<file path="src/rtl/hs_bus_arbiter.sv">
// Round-robin arbiter sharing one handshake bus port between N_REQ requesters,
// with per-requester bus lock and a watchdog that completes stalled transfers with an error.
module hs_bus_arbiter #(
    parameter int N_REQ   = 2,
    parameter int TIMEOUT = 1023
) (
    input  logic                 clk_i,
    input  logic                 rst_i,
    input  logic [N_REQ-1:0]     req_rd_i,
    input  logic [N_REQ-1:0]     req_wr_i,
    input  logic [32*N_REQ-1:0]  req_addr_i,
    input  logic [32*N_REQ-1:0]  req_wdata_i,
    input  logic [N_REQ-1:0]     req_lock_i,
    output logic [N_REQ-1:0]     req_ready_o,
    output logic [31:0]          req_rdata_o,
    output logic                 req_err_o,
    output logic [N_REQ-1:0]     grant_o,
    output logic                 bus_hs_rd_o,
    output logic                 bus_hs_wr_o,
    output logic [31:0]          bus_hs_addr_o,
    output logic [31:0]          bus_hs_data_o,
    input  logic                 bus_hs_ready_i,
    input  logic [31:0]          bus_hs_data_i
);

    localparam int LW = $clog2(N_REQ);
    localparam int CW = (TIMEOUT > 0) ? $clog2(TIMEOUT + 1) : 1;
    localparam logic [CW-1:0] CNT_LAST = (TIMEOUT > 0) ? CW'(TIMEOUT - 1) : '0;
    localparam logic [31:0]   ERR_DATA = 32'hDEAD_BEEF;
    localparam logic [N_REQ-1:0] ONE_HOT0 = {{(N_REQ-1){1'b0}}, 1'b1};

    typedef enum logic [1:0] {IDLE, BUSY, HOLD} state_t;

    state_t             state_reg;
    logic [N_REQ-1:0]   grant_reg;
    logic [LW-1:0]      gidx_reg;
    logic [LW-1:0]      last_reg;
    logic [CW-1:0]      cnt_reg;

    logic [N_REQ-1:0]   req_vec;
    logic [31:0]        addr_arr  [N_REQ];
    logic [31:0]        wdata_arr [N_REQ];

    generate
        for (genvar gi = 0; gi < N_REQ; gi++) begin : g_unpack
            assign req_vec[gi]   = req_rd_i[gi] | req_wr_i[gi];
            assign addr_arr[gi]  = req_addr_i[32*gi +: 32];
            assign wdata_arr[gi] = req_wdata_i[32*gi +: 32];
        end
    endgenerate

    logic g_rd, g_wr, g_req, g_lock;
    logic busy, timeout_hit, ready_exit, wd_exit, abandon, done;

    assign g_rd   = req_rd_i[gidx_reg];
    assign g_wr   = req_wr_i[gidx_reg];
    assign g_req  = g_rd | g_wr;
    assign g_lock = req_lock_i[gidx_reg];

    assign busy        = (state_reg == BUSY);
    assign timeout_hit = (TIMEOUT != 0) && (cnt_reg == CNT_LAST);
    // A dropped request takes precedence over a late ready: the owner is no longer listening.
    assign abandon     = busy && !g_req;
    assign ready_exit  = busy && g_req && bus_hs_ready_i;
    assign wd_exit     = busy && g_req && !bus_hs_ready_i && timeout_hit;
    assign done        = ready_exit | wd_exit;

    assign bus_hs_rd_o   = busy && g_rd && !wd_exit;
    assign bus_hs_wr_o   = busy && g_wr && !g_rd && !wd_exit;
    assign bus_hs_addr_o = busy ? addr_arr[gidx_reg]  : '0;
    assign bus_hs_data_o = busy ? wdata_arr[gidx_reg] : '0;

    assign grant_o     = grant_reg;
    assign req_ready_o = done ? grant_reg : '0;
    assign req_err_o   = wd_exit;
    assign req_rdata_o = ready_exit ? bus_hs_data_i : (wd_exit ? ERR_DATA : '0);

    // Round-robin winner: first requester strictly after last_reg, wrapping.
    logic          win_found;
    logic [LW-1:0] win_idx;

    always_comb begin
        win_found = 1'b0;
        win_idx   = '0;
        for (int k = 1; k <= N_REQ; k++) begin
            if (!win_found && req_vec[(int'(last_reg) + k) % N_REQ]) begin
                win_found = 1'b1;
                win_idx   = LW'((int'(last_reg) + k) % N_REQ);
            end
        end
    end

    always_ff @(posedge clk_i or posedge rst_i) begin
        if (rst_i) begin
            state_reg <= IDLE;
            grant_reg <= '0;
            gidx_reg  <= '0;
            last_reg  <= LW'(N_REQ - 1);
            cnt_reg   <= '0;
        end else begin
            case (state_reg)
                IDLE: begin
                    if (win_found) begin
                        state_reg <= BUSY;
                        grant_reg <= ONE_HOT0 << win_idx;
                        gidx_reg  <= win_idx;
                        cnt_reg   <= '0;
                    end
                end
                BUSY: begin
                    if (abandon) begin
                        state_reg <= IDLE;
                        grant_reg <= '0;
                        last_reg  <= gidx_reg;
                    end else if (done) begin
                        last_reg <= gidx_reg;
                        if (g_lock) begin
                            state_reg <= HOLD;
                        end else begin
                            state_reg <= IDLE;
                            grant_reg <= '0;
                        end
                    end else if (TIMEOUT != 0) begin
                        cnt_reg <= cnt_reg + CW'(1);
                    end
                end
                HOLD: begin
                    if (g_req) begin
                        state_reg <= BUSY;
                        cnt_reg   <= '0;
                    end else if (!g_lock) begin
                        state_reg <= IDLE;
                        grant_reg <= '0;
                        last_reg  <= gidx_reg;
                    end
                end
                default: begin
                    state_reg <= IDLE;
                    grant_reg <= '0;
                end
            endcase
        end
    end

endmodule

</file>
<file path="config.mk">
export PLATFORM = sky130hd
export DESIGN_NAME = hs_bus_arbiter
export DESIGN_NICKNAME = d
export VERILOG_FILES = /design/src/rtl/hs_bus_arbiter.sv
export SDC_FILE = /design/constraint.sdc
export NUM_CORES = 1
export LEC_CHECK = 0
export ABC_AREA = 0
export BUFFER_PORTS_ARGS = -buffer_cell sky130_fd_sc_hd__buf_2
export CAP_MARGIN = 20
export CORE_AREA = 3 3 104 106
export CTS_CLUSTER_DIAMETER = 50
export CTS_CLUSTER_SIZE = 16
export DETAILED_ROUTE_END_ITERATION = 8
export DIE_AREA = 0 0 107 109
export MAX_ROUTING_LAYER = met4
export PLACE_DENSITY = 0.57
export SYNTH_ARGS = -nofsm -noshare
export SYNTH_HDL_FRONTEND = slang
export SYNTH_SLANG_ARGS = --single-unit
export TNS_END_PERCENT = 30
</file>
<file path="constraint.sdc">
create_clock -name clk_i -period 6.39 [get_ports clk_i]
set_input_delay 1.917 -clock clk_i [delete_from_list [all_inputs] [get_ports clk_i]]
set_output_delay 1.917 -clock clk_i [all_outputs]
set_load 0.03 [all_outputs]
</file>
==> results of run 1 <==
==> cell type report <==
| cell class | count | area, sq um | area share |
|---|---|---|---|
| sequential | 16 | 405 | 0.109 |
| timing repair buffer | 275 | 1390 | 0.372 |
| inverter | 5 | 18.8 | 0.00504 |
| multi-input combinational | 279 | 1700 | 0.455 |
| clock buffer | 4 | 55.1 | 0.0148 |
| tap | 133 | 166 | 0.0446 |
==> how the worst max path moves through the flow <==
| stage | end | slack [ns] | from |
|---|---|---|---|
| floorplan | req_rdata_o[10] | 1.31 | req_rd_i[1] |
| CTS | req_rdata_o[23] | 0.68 | req_rd_i[1] |
| global route | req_rdata_o[3] | 0.51 | req_rd_i[1] |
| detailed placement | req_rdata_o[23] | 0.68 | req_rd_i[1] |
| global placement | req_rdata_o[16] | 0.84 | req_rd_i[1] |
| finish | req_rdata_o[23] | 0.67 | req_rd_i[1] |
==> report_power, final <==
part | switching, mW | internal [mW]
clock | 0.0356 | 0.0546
combinational | 0.939 | 0.446
sequential | 0.0299 | 0.128
==> metal layers <==
layer | vias up | track usage | share of wire
li1 | 1615 | - | -
met1 | 1451 | 0.192 | 0.42
met2 | 180 | 0.276 | 0.49
met3 | 10 | 0.0107 | 0.079
met4 | 0 | 0.0320 | 0.011
met5 | - | - | 0
==> cell families after synthesis <==
| logic type | after synthesis |
|---|---|
| DFF | 16 |
| muxes | 69 |
| buffers and inverters | 29 |
| and+or+nand+nor | 176 |
| AOI/OAI and AO/OA | 32 |
| adders and majority gates | 2 |
==> placed cells by master, fill, tap and decap left out, types with 2 or more instances in the layout <==
master and count:
a21oi_1 4, a31oi_1 4, a41oi_1 2, and3_1 10, buf_2 271, buf_4 4
clkbuf_8 4, dfrtp_1 14, ha_1 2, inv_1 5, mux2_4 2, mux2i_1 65
nand2_1 62, nand3_1 7, nand4_1 2, nor2_1 76, nor2b_1 4, nor3_1 6
o21ai_0 12, o31ai_1 4
==> Yosys cell counts (all sizes together), types with 2 or more instances <==
library cell / n
nor3: 6
ha: 2
o31ai: 4
inv: 5
nand3: 7
a21oi: 4
or2: 2
and3: 10
nor2b: 4
nand2b: 2
o21ai: 13
mux2i: 65
a31oi: 4
mux2: 4
a41oi: 2
dfrtp: 15
buf: 7
nand4: 2
nand2: 62
nor2: 76
nor4: 2
clkbuf: 17
==> worst register-to-register path: stages, from the launching register on <==
cell and delay [ns]:
dfrtp_4 0.42, buf_4 0.83, mux2_2 0.51, nor3_1 0.21
o21ai_1 0.09, mux2_1 0.32
==> stage by stage <==
step / std cells / area [sq um] / utilization / power (mW)
after global placement: 708 / 3670 / 0.372 / 1.54
after floorplan: 324 / 2210 / - / 1.18
final: 712 / 3730 / 0.378 / 1.63
after detailed placement: 708 / 3670 / 0.372 / 1.55
after CTS: 712 / 3730 / 0.378 / 1.64
after global routing: 712 / 3730 / 0.378 / 1.74
==> impl_metrics.py, run 1 <==
metrics = {
    "cts": {
        "path_clk_slew_ns": 0.07,
        "cts_setup_buffers": 0,
        "clock-sinks": 16,
        "cts_buffer_depth": 2,
        "cts_tree": "built",
        "postCtsHoldBufs": 0,
        "clk_latency_ns": 0.25,
        "clock_tree.root_cell": "clkbuf_8",
        "cts_max_level": 1,
        "numCtsBuffers": 3,
        "post_cts_resized": 0,
    },
    "floorplanning": {
        "io-pin-count": 272,
        "die_h_microns": 109,
        "start_util": 0.224,
        "dieWidth_microns": 107,
        "fp-row-count": 36,
        "dieArea_sq_um": 11700,
        "coreArea_sq_um": 9860,
    },
    "cells_and_area": {
        "largest_reg_flops": 10,
        "n_antenna_cell": 0,
        "area_growth_pct": 68.5,
        "num-fill-cells": 1025,
        "fin_nets": 751,
        "drive_gt1_frac": 0.501,
    },
    "synth": {
        "synth-edff-count": 0,
        "ys_seq_area_frac": 0.182,
        "syn_area_sq_um": 2210,
        "ys_warn_count": 0,
        "synth_mux_area_frac": 0.318,
        "ys_ff_latch": 16,
        "synth_compound_area_frac": 0.0962,
        "syn_avg_cell_area_sq_um": 6.83,
        "synth_top_family_by_area": "simple AND/OR/NAND/NOR gates",
        "synth_area_leaders": "mux2i_1, dfrtp_1, nor2_1",
        "yosys.area_share.simple": 0.340,
        "syn_nets": 495,
        "synth_flop_cell": "dfrtp_1",
        "synth-xor-area-share": 0,
        "synth_cell_type_count": 38,
        "syn_inst": 324,
        "synth_top_area_share": 0.294,
        "async_reset_ff_frac": 1.00,
        "synthAdderAreaFrac": 0.0113,
        "synth_top_area_cell": "mux2i_1",
    },
    "sta": {
        "skew_ns": 0.00122,
        "finalSetupTns_ns": 0,
        "min_period_ns": 5.72,
        "worst_pin_slew_ns": 1.10,
        "rsz0062_at_grt": "false",
        "setup_violations": 0,
        "hold_violations": 0,
        "slew_viol_final": 0,
        "timing.hold.ws_ns": 0.486,
        "period_share": 0.895,
        "setup_ws_ns": 0.671,
        "fmax_mhz": 175,
        "slew_headroom": 0.264,
    },
    "pwr": {
        "power_density_nw_per_um2": 438,
        "vdd_drop_max_mv": 0.221,
        "leakagePower_nw": 2.37,
    },
    "setup_path": {
        "cp-end-kind": "output port",
        "worstPathArrival_ns": 3.80,
        "cp_max_fo": 24,
        "critPathLaunchType": "primary input",
        "cp_slowest_cell": "nor3_1",
        "rrSetupSlack_ns": 3.94,
        "crit_type": "primary input to output port",
        "r2r_start": "gidx_reg",
        "path_delay_family": "simple AND/OR/NAND/NOR gates",
        "worst_ep_required_time_ns": 4.47,
        "worst_r2r_path_depth": 5,
        "cpPeakStageDelay_ns": 0.81,
        "cp_num_buf_inv": 3,
        "cp_num_cells": 8,
        "path_cells": "buf_2 > nor3b_1 > nor3_1 > and2_1 > buf_4 > nand2_1 > nand2_1 > buf_2",
        "worstReg2RegEnd": "last_reg",
    },
    "hold_path": {
        "min_path_cells": 1,
        "worstHoldEndpoint": "cnt_reg[9]",
        "holdCritStartpoint": "cnt_reg[9]",
        "min_path_type": "register to register",
    },
    "place": {
        "io_buffers": 271,
        "post-place-ws_ns": 0.682,
        "place_hpwl_mm": 8.64,
        "place_congestion": 0.777,
    },
    "drt": {
        "drtPass1Iterations": 4,
        "drc": 0,
        "num_vias": 3256,
        "detail_route.wl_per_cell_microns": 14.4,
        "drt-total-wl_mm": 10.2,
        "via_per_inst": 4.57,
        "drtIter0Drc": 191,
        "ant_nets": 0,
    },
    "global_route": {
        "track_usage": 0.154,
        "grt_max_degree": 74,
        "grt_overflow_total": 0,
        "grt_pass1_wl_mm": 14.4,
        "first_global_vias": 3030,
        "antenna_found_initial": 0,
    },
    "run_status": {
        "outcome": "finished clean",
    },
    "job": {
        "cap_violations": 0,
    },
}
Note: power is estimated with default switching activity, not from simulation.
==> run 2: changes to the inputs <==
ABC_AREA = 1   (was 0)
CORE_AREA = 3 3 106 108   (was 3 3 104 106)
DIE_AREA = 0 0 109 111   (was 0 0 107 109)
PLACE_DENSITY = not set   (was 0.57)
==> run 2 against run 1 <==
Effect of this change:
- clock-buffer cell count is the same
- area after synthesis rose by 9.4%
- sequential share of layout area decreased by 0.49 points
- die area increased by 3.7%
- worst setup slack improved by 0.43 ns
- design area rose by 4.1%
- sequential power shrank 3%
==> impl_metrics.py, run 2 <==
metrics = {
    "setup_path": {
        "cp_max_fo": 35,
        "crit_top_cell": "nand2_1",
        "cp-end-kind": "output port",
        "rrSetupSlack_ns": 3.71,
        "worst_r2r_path_depth": 9,
        "r2r_start": "gidx_reg",
        "cpPeakStageDelay_ns": 0.45,
        "worstPathArrival_ns": 3.37,
        "cp_num_buf_inv": 3,
        "path_delay_family": "simple AND/OR/NAND/NOR gates",
        "cp_slowest_cell": "nand3_2",
        "path_cells": "buf_2 > inv_1 > nand2_1 > nand2_1 > nand2_1 > nand3_2 > o21ai_0 > buf_2",
        "critPathLaunchType": "primary input",
        "crit_type": "primary input to output port",
        "worstReg2RegEnd": "cnt_reg[8]",
        "worst_ep_required_time_ns": 4.47,
    },
    "global_route": {
        "first_global_vias": 3331,
        "grt_pass1_wl_mm": 16.3,
        "grt_overflow_total": 0,
        "track_usage": 0.167,
        "grt_max_degree": 70,
        "antenna_found_initial": 0,
    },
    "place": {
        "placed_cell_area_sq_um": 3820,
        "placed_cells": 851,
        "place_hpwl_mm": 8.76,
        "place_congestion": 0.904,
        "io_buffers": 271,
    },
    "cells_and_area": {
        "layout_commonest_cell": "buf_2",
        "drive_gt1_frac": 0.409,
        "post-route-util": 0.376,
        "layout_common_cells": "buf_2, nand2_1, a21oi_1, inv_1, nor2_1",
        "n_antenna_cell": 0,
        "largest_reg_flops": 10,
        "num-fill-cells": 1171,
        "fin_nets": 891,
        "final_area_sq_um": 3880,
        "finalNonFillerCells": 855,
        "area_growth_pct": 60.3,
    },
    "floorplanning": {
        "io-pin-count": 272,
        "fp-row-count": 37,
        "coreArea_sq_um": 10300,
        "dieArea_sq_um": 12100,
        "die_h_microns": 111,
        "start_util": 0.235,
        "dieWidth_microns": 109,
    },
    "pwr": {
        "vdd_drop_max_mv": 0.245,
        "power_density_nw_per_um2": 489,
        "leakagePower_nw": 2.52,
    },
    "cts": {
        "clk_latency_ns": 0.26,
        "cts_tree": "built",
        "numCtsBuffers": 3,
        "clock_tree.root_cell": "clkbuf_8",
        "post_cts_resized": 0,
        "postCtsHoldBufs": 0,
        "cts_max_level": 1,
        "path_clk_slew_ns": 0.07,
        "cts_buffer_depth": 2,
        "clock-sinks": 16,
        "cts_setup_buffers": 0,
    },
    "sta": {
        "fmax_mhz": 189,
        "min_period_ns": 5.29,
        "finalSetupTns_ns": 0,
        "slew_viol_final": 0,
        "rsz0062_at_grt": "false",
        "hold_violations": 0,
        "worst_pin_slew_ns": 0.681,
        "period_share": 0.827,
        "skew_ns": 0.00115,
        "slew_headroom": 0.546,
        "setup_violations": 0,
    },
    "hold_path": {
        "worstHoldEndpoint": "last_reg",
        "min_path_cells": 2,
        "min_path_type": "register to register",
        "holdCritStartpoint": "last_reg",
    },
    "synth": {
        "synth-edff-count": 0,
        "synth_top_area_cell": "nand2_1",
        "syn_inst": 472,
        "syn_nets": 643,
        "synth_area_leaders": "nand2_1, dfrtp_1, a21oi_1",
        "ys_warn_count": 0,
        "synth_cell_type_count": 26,
        "synth_top_area_share": 0.298,
        "synth_common_cells": "nand2_1, a21oi_1, inv_1",
        "synth_flop_cell": "dfrtp_1",
        "ys_seq_area_frac": 0.166,
        "syn_avg_cell_area_sq_um": 5.13,
        "ys_ff_latch": 16,
        "syn_area_sq_um": 2420,
        "async_reset_ff_frac": 1.00,
        "yosysMostFrequentCell": "nand2_1",
    },
    "drt": {
        "drtIter0Drc": 237,
        "drc": 0,
        "via_per_inst": 4.30,
        "ant_nets": 0,
        "drtPass1Iterations": 4,
        "drt-total-wl_mm": 11.0,
        "num_vias": 3678,
        "detail_route.wl_per_cell_microns": 12.9,
    },
    "run_status": {
        "outcome": "finished clean",
    },
    "job": {
        "cap_violations": 0,
    },
}
## run 2: cell count changes in the layout (fill, tap and decap cells not counted), sizes merged, moves of 3 or more
cell	change
nand3	+3
o21ai	+14
o31ai	-4
a31oi	-4
a21oi	+67
o21bai	+11
nand2	+136
nor2b	-4
mux2i	-65
nor2	-42
and3	-10
mux2	-4
inv	+56
## run 2: worst max path at each step
stage	start	end	slack (ns)	cells past startpoint
after floorplan	req_wr_i[1]	req_rdata_o[10]	1.31	7
after global placement	req_wr_i[1]	req_rdata_o[10]	1.22	8
after detailed placement	req_wr_i[1]	req_rdata_o[15]	1.13	8
after CTS	req_wr_i[1]	req_rdata_o[15]	1.12	8
after global routing	req_wr_i[1]	req_rdata_o[15]	0.86	8
final	req_wr_i[1]	req_rdata_o[15]	1.10	8
## run 2: metrics by stage
step	setup slack, ns	hold WS (ns)	total power [mW]
after floorplan	1.31	0.442	1.38
after global placement	1.22	0.457	1.82
after detailed placement	1.13	0.468	1.81
after CTS	1.12	0.478	1.91
after global routing	0.855	0.498	2.05
final	1.10	0.469	1.90
## run 2: kinds of logic after synthesis
kind of cell | share of synthesized area
fa+ha+maj | 0.0103
buf+inv | 0.153
flops | 0.166
simple gates | 0.425
xor+xnor | 0.00362
compound gates | 0.242
## run 2: layout make-up
| type | instances | area [sq um] | share of cell area |
|---|---|---|---|
| clock buffer | 4 | 55.1 | 0.0142 |
| inverter | 61 | 231 | 0.0597 |
| multi-input combinational | 365 | 1650 | 0.425 |
| sequential | 16 | 403 | 0.104 |
| tap | 136 | 170 | 0.0439 |
| timing repair buffer | 273 | 1370 | 0.353 |
## run 2: worst register-to-register path, delay by kind of cell (launching register included)
kind / cells / cell delay [ns]
flops: 1 / 0.38
buf+inv: 1 / 0.55
simple gates: 8 / 1.69
## run 2: power by group
part	internal [mW]	leakage [nW]	total (mW)	switching, mW
Combinational	0.418	2.29	1.65	1.23
Sequential	0.130	0.210	0.154	0.0234
Clock	0.0548	0.0288	0.0936	0.0388
Total	0.604	2.52	1.90	1.29
## run 2: layer usage
| metal | share of wire | up-vias | GRT usage |
|---|---|---|---|
| met5 | 0 | - | - |
| met2 | 0.50 | 113 | 0.297 |
| met3 | 0.068 | 14 | 0.0280 |
| met4 | 0.013 | 0 | 0.0269 |
| met1 | 0.42 | 1584 | 0.197 |
| li1 | - | 1967 | - |
==> run 3: changes to the inputs <==
CORE_AREA = 3 3 105 107   (was 3 3 106 108)
DIE_AREA = 0 0 108 110   (was 0 0 109 111)
clock period = 4.6 ns   (was 6.39 ns; I/O delays follow)
==> run 3 against run 2 <==
Effect of this change:
- clock skew up 0.0016 ns
- sequential share of layout area about the same
- non-clock buffer count up 1
- first-iteration DRC count up 8.4%
- die area down 1.8%
- register-to-register slack worse by 1.5 ns
- sequential power up 44%
- clock power up 35%
- utilization up 0.41 points
- cell count up 0.12%
- design area up 0.19%
- critical path type unchanged
- highest routed layer unchanged
==> impl_metrics.py, run 3 (synthesis results as in run 2) <==
metrics = {
    "floorplanning": {
        "dieArea_sq_um": 11900,
        "coreArea_sq_um": 10200,
        "die_h_microns": 110,
        "fp-row-count": 37,
        "io-pin-count": 272,
        "start_util": 0.237,
        "dieWidth_microns": 108,
    },
    "setup_path": {
        "cp_num_buf_inv": 3,
        "worst_r2r_path_depth": 9,
        "cp_num_cells": 8,
        "cpPeakStageDelay_ns": 0.45,
        "rrSetupSlack_ns": 2.22,
        "crit_type": "primary input to output port",
        "cp_max_fo": 35,
        "cp-startpoint": "req_wr_i[1]",
        "critPathLaunchType": "primary input",
        "worst_ep_required_time_ns": 3.22,
        "cp-end-kind": "output port",
        "crit_top_cell": "nand2_1",
        "path_delay_family": "simple AND/OR/NAND/NOR gates",
        "setup.worst_path.end": "req_rdata_o[23]",
        "worstReg2RegEnd": "cnt_reg[6]",
        "worstPathArrival_ns": 2.80,
        "cp_slowest_cell": "nand3_2",
        "path_cells": "buf_2 > inv_1 > nand2_1 > nand2_1 > nand2_1 > nand3_2 > o21ai_0 > buf_2",
        "r2r_start": "gidx_reg",
    },
    "cells_and_area": {
        "final_area_sq_um": 3890,
        "area_growth_pct": 60.6,
        "drive_gt1_frac": 0.410,
        "n_antenna_cell": 0,
        "layout_common_cells": "buf_2, nand2_1, a21oi_1, inv_1, nor2_1",
        "fin_nets": 892,
        "layout_commonest_cell": "buf_2",
        "num-fill-cells": 1191,
        "largest_reg_flops": 10,
    },
    "sta": {
        "worst_pin_slew_ns": 0.991,
        "slew_headroom": 0.339,
        "finalSetupTns_ns": 0,
        "setup_violations": 0,
        "period_share": 0.909,
        "min_period_ns": 4.18,
        "slew_viol_final": 0,
        "fmax_mhz": 239,
        "skew_ns": 0.00270,
        "rsz0062_at_grt": "false",
        "timing.hold.ws_ns": 0.459,
        "hold_violations": 0,
    },
    "cts": {
        "cts_buffer_depth": 2,
        "numCtsBuffers": 3,
        "cts_max_level": 1,
        "post_cts_resized": 0,
        "clock_tree.root_cell": "clkbuf_8",
        "clock-sinks": 16,
        "path_clk_slew_ns": 0.06,
        "cts_setup_buffers": 0,
        "postCtsHoldBufs": 0,
        "cts_tree": "built",
        "clk_latency_ns": 0.25,
    },
    "place": {
        "place_congestion": 0.858,
        "placed_cell_area_sq_um": 3830,
        "place_hpwl_mm": 8.71,
        "io_buffers": 271,
    },
    "pwr": {
        "switching_share": 0.679,
        "combPwrFrac": 0.868,
        "pwr-share-clk": 0.048,
        "internal_power_mw": 0.844,
        "vdd_drop_max_mv": 0.267,
        "power_density_nw_per_um2": 675,
        "switching_power_mw": 1.78,
        "leakagePower_nw": 2.53,
        "seqPwrFrac": 0.084,
    },
    "global_route": {
        "antenna_found_initial": 0,
        "use_met3": 0.0262,
        "grt_max_degree": 65,
        "track_usage": 0.161,
        "grt_overflow_total": 0,
        "grt_pass1_wl_mm": 15.4,
        "gr-max-usage-layer": "met2",
        "met2_usage": 0.278,
        "first_global_vias": 3129,
        "grt_use_met1": 0.206,
    },
    "drt": {
        "drc": 0,
        "via_per_inst": 4.26,
        "drt-total-wl_mm": 10.9,
        "drtPass1Iterations": 4,
        "num_vias": 3645,
        "drtIter0Drc": 257,
        "ant_nets": 0,
        "detail_route.wl_per_cell_microns": 12.7,
    },
    "job": {
        "cap_violations": 0,
    },
    "run_status": {
        "outcome": "finished clean",
    },
    "hold_path": {
        "min_path_type": "register to register",
    },
}
## run 3: changes by cell type in the layout (fill, tap and decap cells not counted), sizes merged
cell / previous run / this run
buf: 273 / 274
## run 3: area by class of cell
cell class / instances / area (sq um) / share of cell area
multi-input combinational: 365 / 1650 / 0.424
tap: 136 / 170 / 0.0438
timing repair buffer: 274 / 1380 / 0.355
sequential: 16 / 403 / 0.104
inverter: 61 / 231 / 0.0595
clock buffer: 4 / 55.1 / 0.0142
## run 3: per-layer routing
metal,vias to the layer above,wire length (microns)
met2,118,5520
met1,1554,4500
li1,1965,-
met4,0,65
met3,8,769
met5,-,0
## run 3: power by group through the flow
stage | clock, mW | sequential [mW] | combinational (mW)
after global routing | 0.139 | 0.227 | 2.49
after global placement | 0 | 0.224 | 2.30
after floorplan | 0 | 0.217 | 1.70
after detailed placement | 0 | 0.224 | 2.29
final | 0.126 | 0.222 | 2.28
after CTS | 0.133 | 0.222 | 2.30
## run 3: tightest hold or removal path: stages, from the launching register on
cell     delay (ns)
dfstp_2        0.37
nand2_1        0.05
nand2_1        0.04
## run 3: how the worst min path moves through the flow
stage / slack [ns] / from / depth (start not counted) / endpoint
after floorplan: 0.44 / last_reg / 2 / last_reg
after CTS: 0.46 / last_reg / 2 / last_reg
after global routing: 0.48 / last_reg / 2 / last_reg
after detailed placement: 0.45 / last_reg / 2 / last_reg
final: 0.46 / last_reg / 2 / last_reg
after global placement: 0.45 / last_reg / 2 / last_reg
## run 3: stage by stage
step	util	total power, mW	setup WS (ns)	std cells
2_1_floorplan	-	1.91	0.593	472
3_3_place_gp	0.375	2.53	0.496	852
3_5_place_dp	0.375	2.52	0.444	852
4_1_cts	0.380	2.65	0.445	856
5_1_grt	0.380	2.85	0.134	856
6_report	0.380	2.63	0.418	856
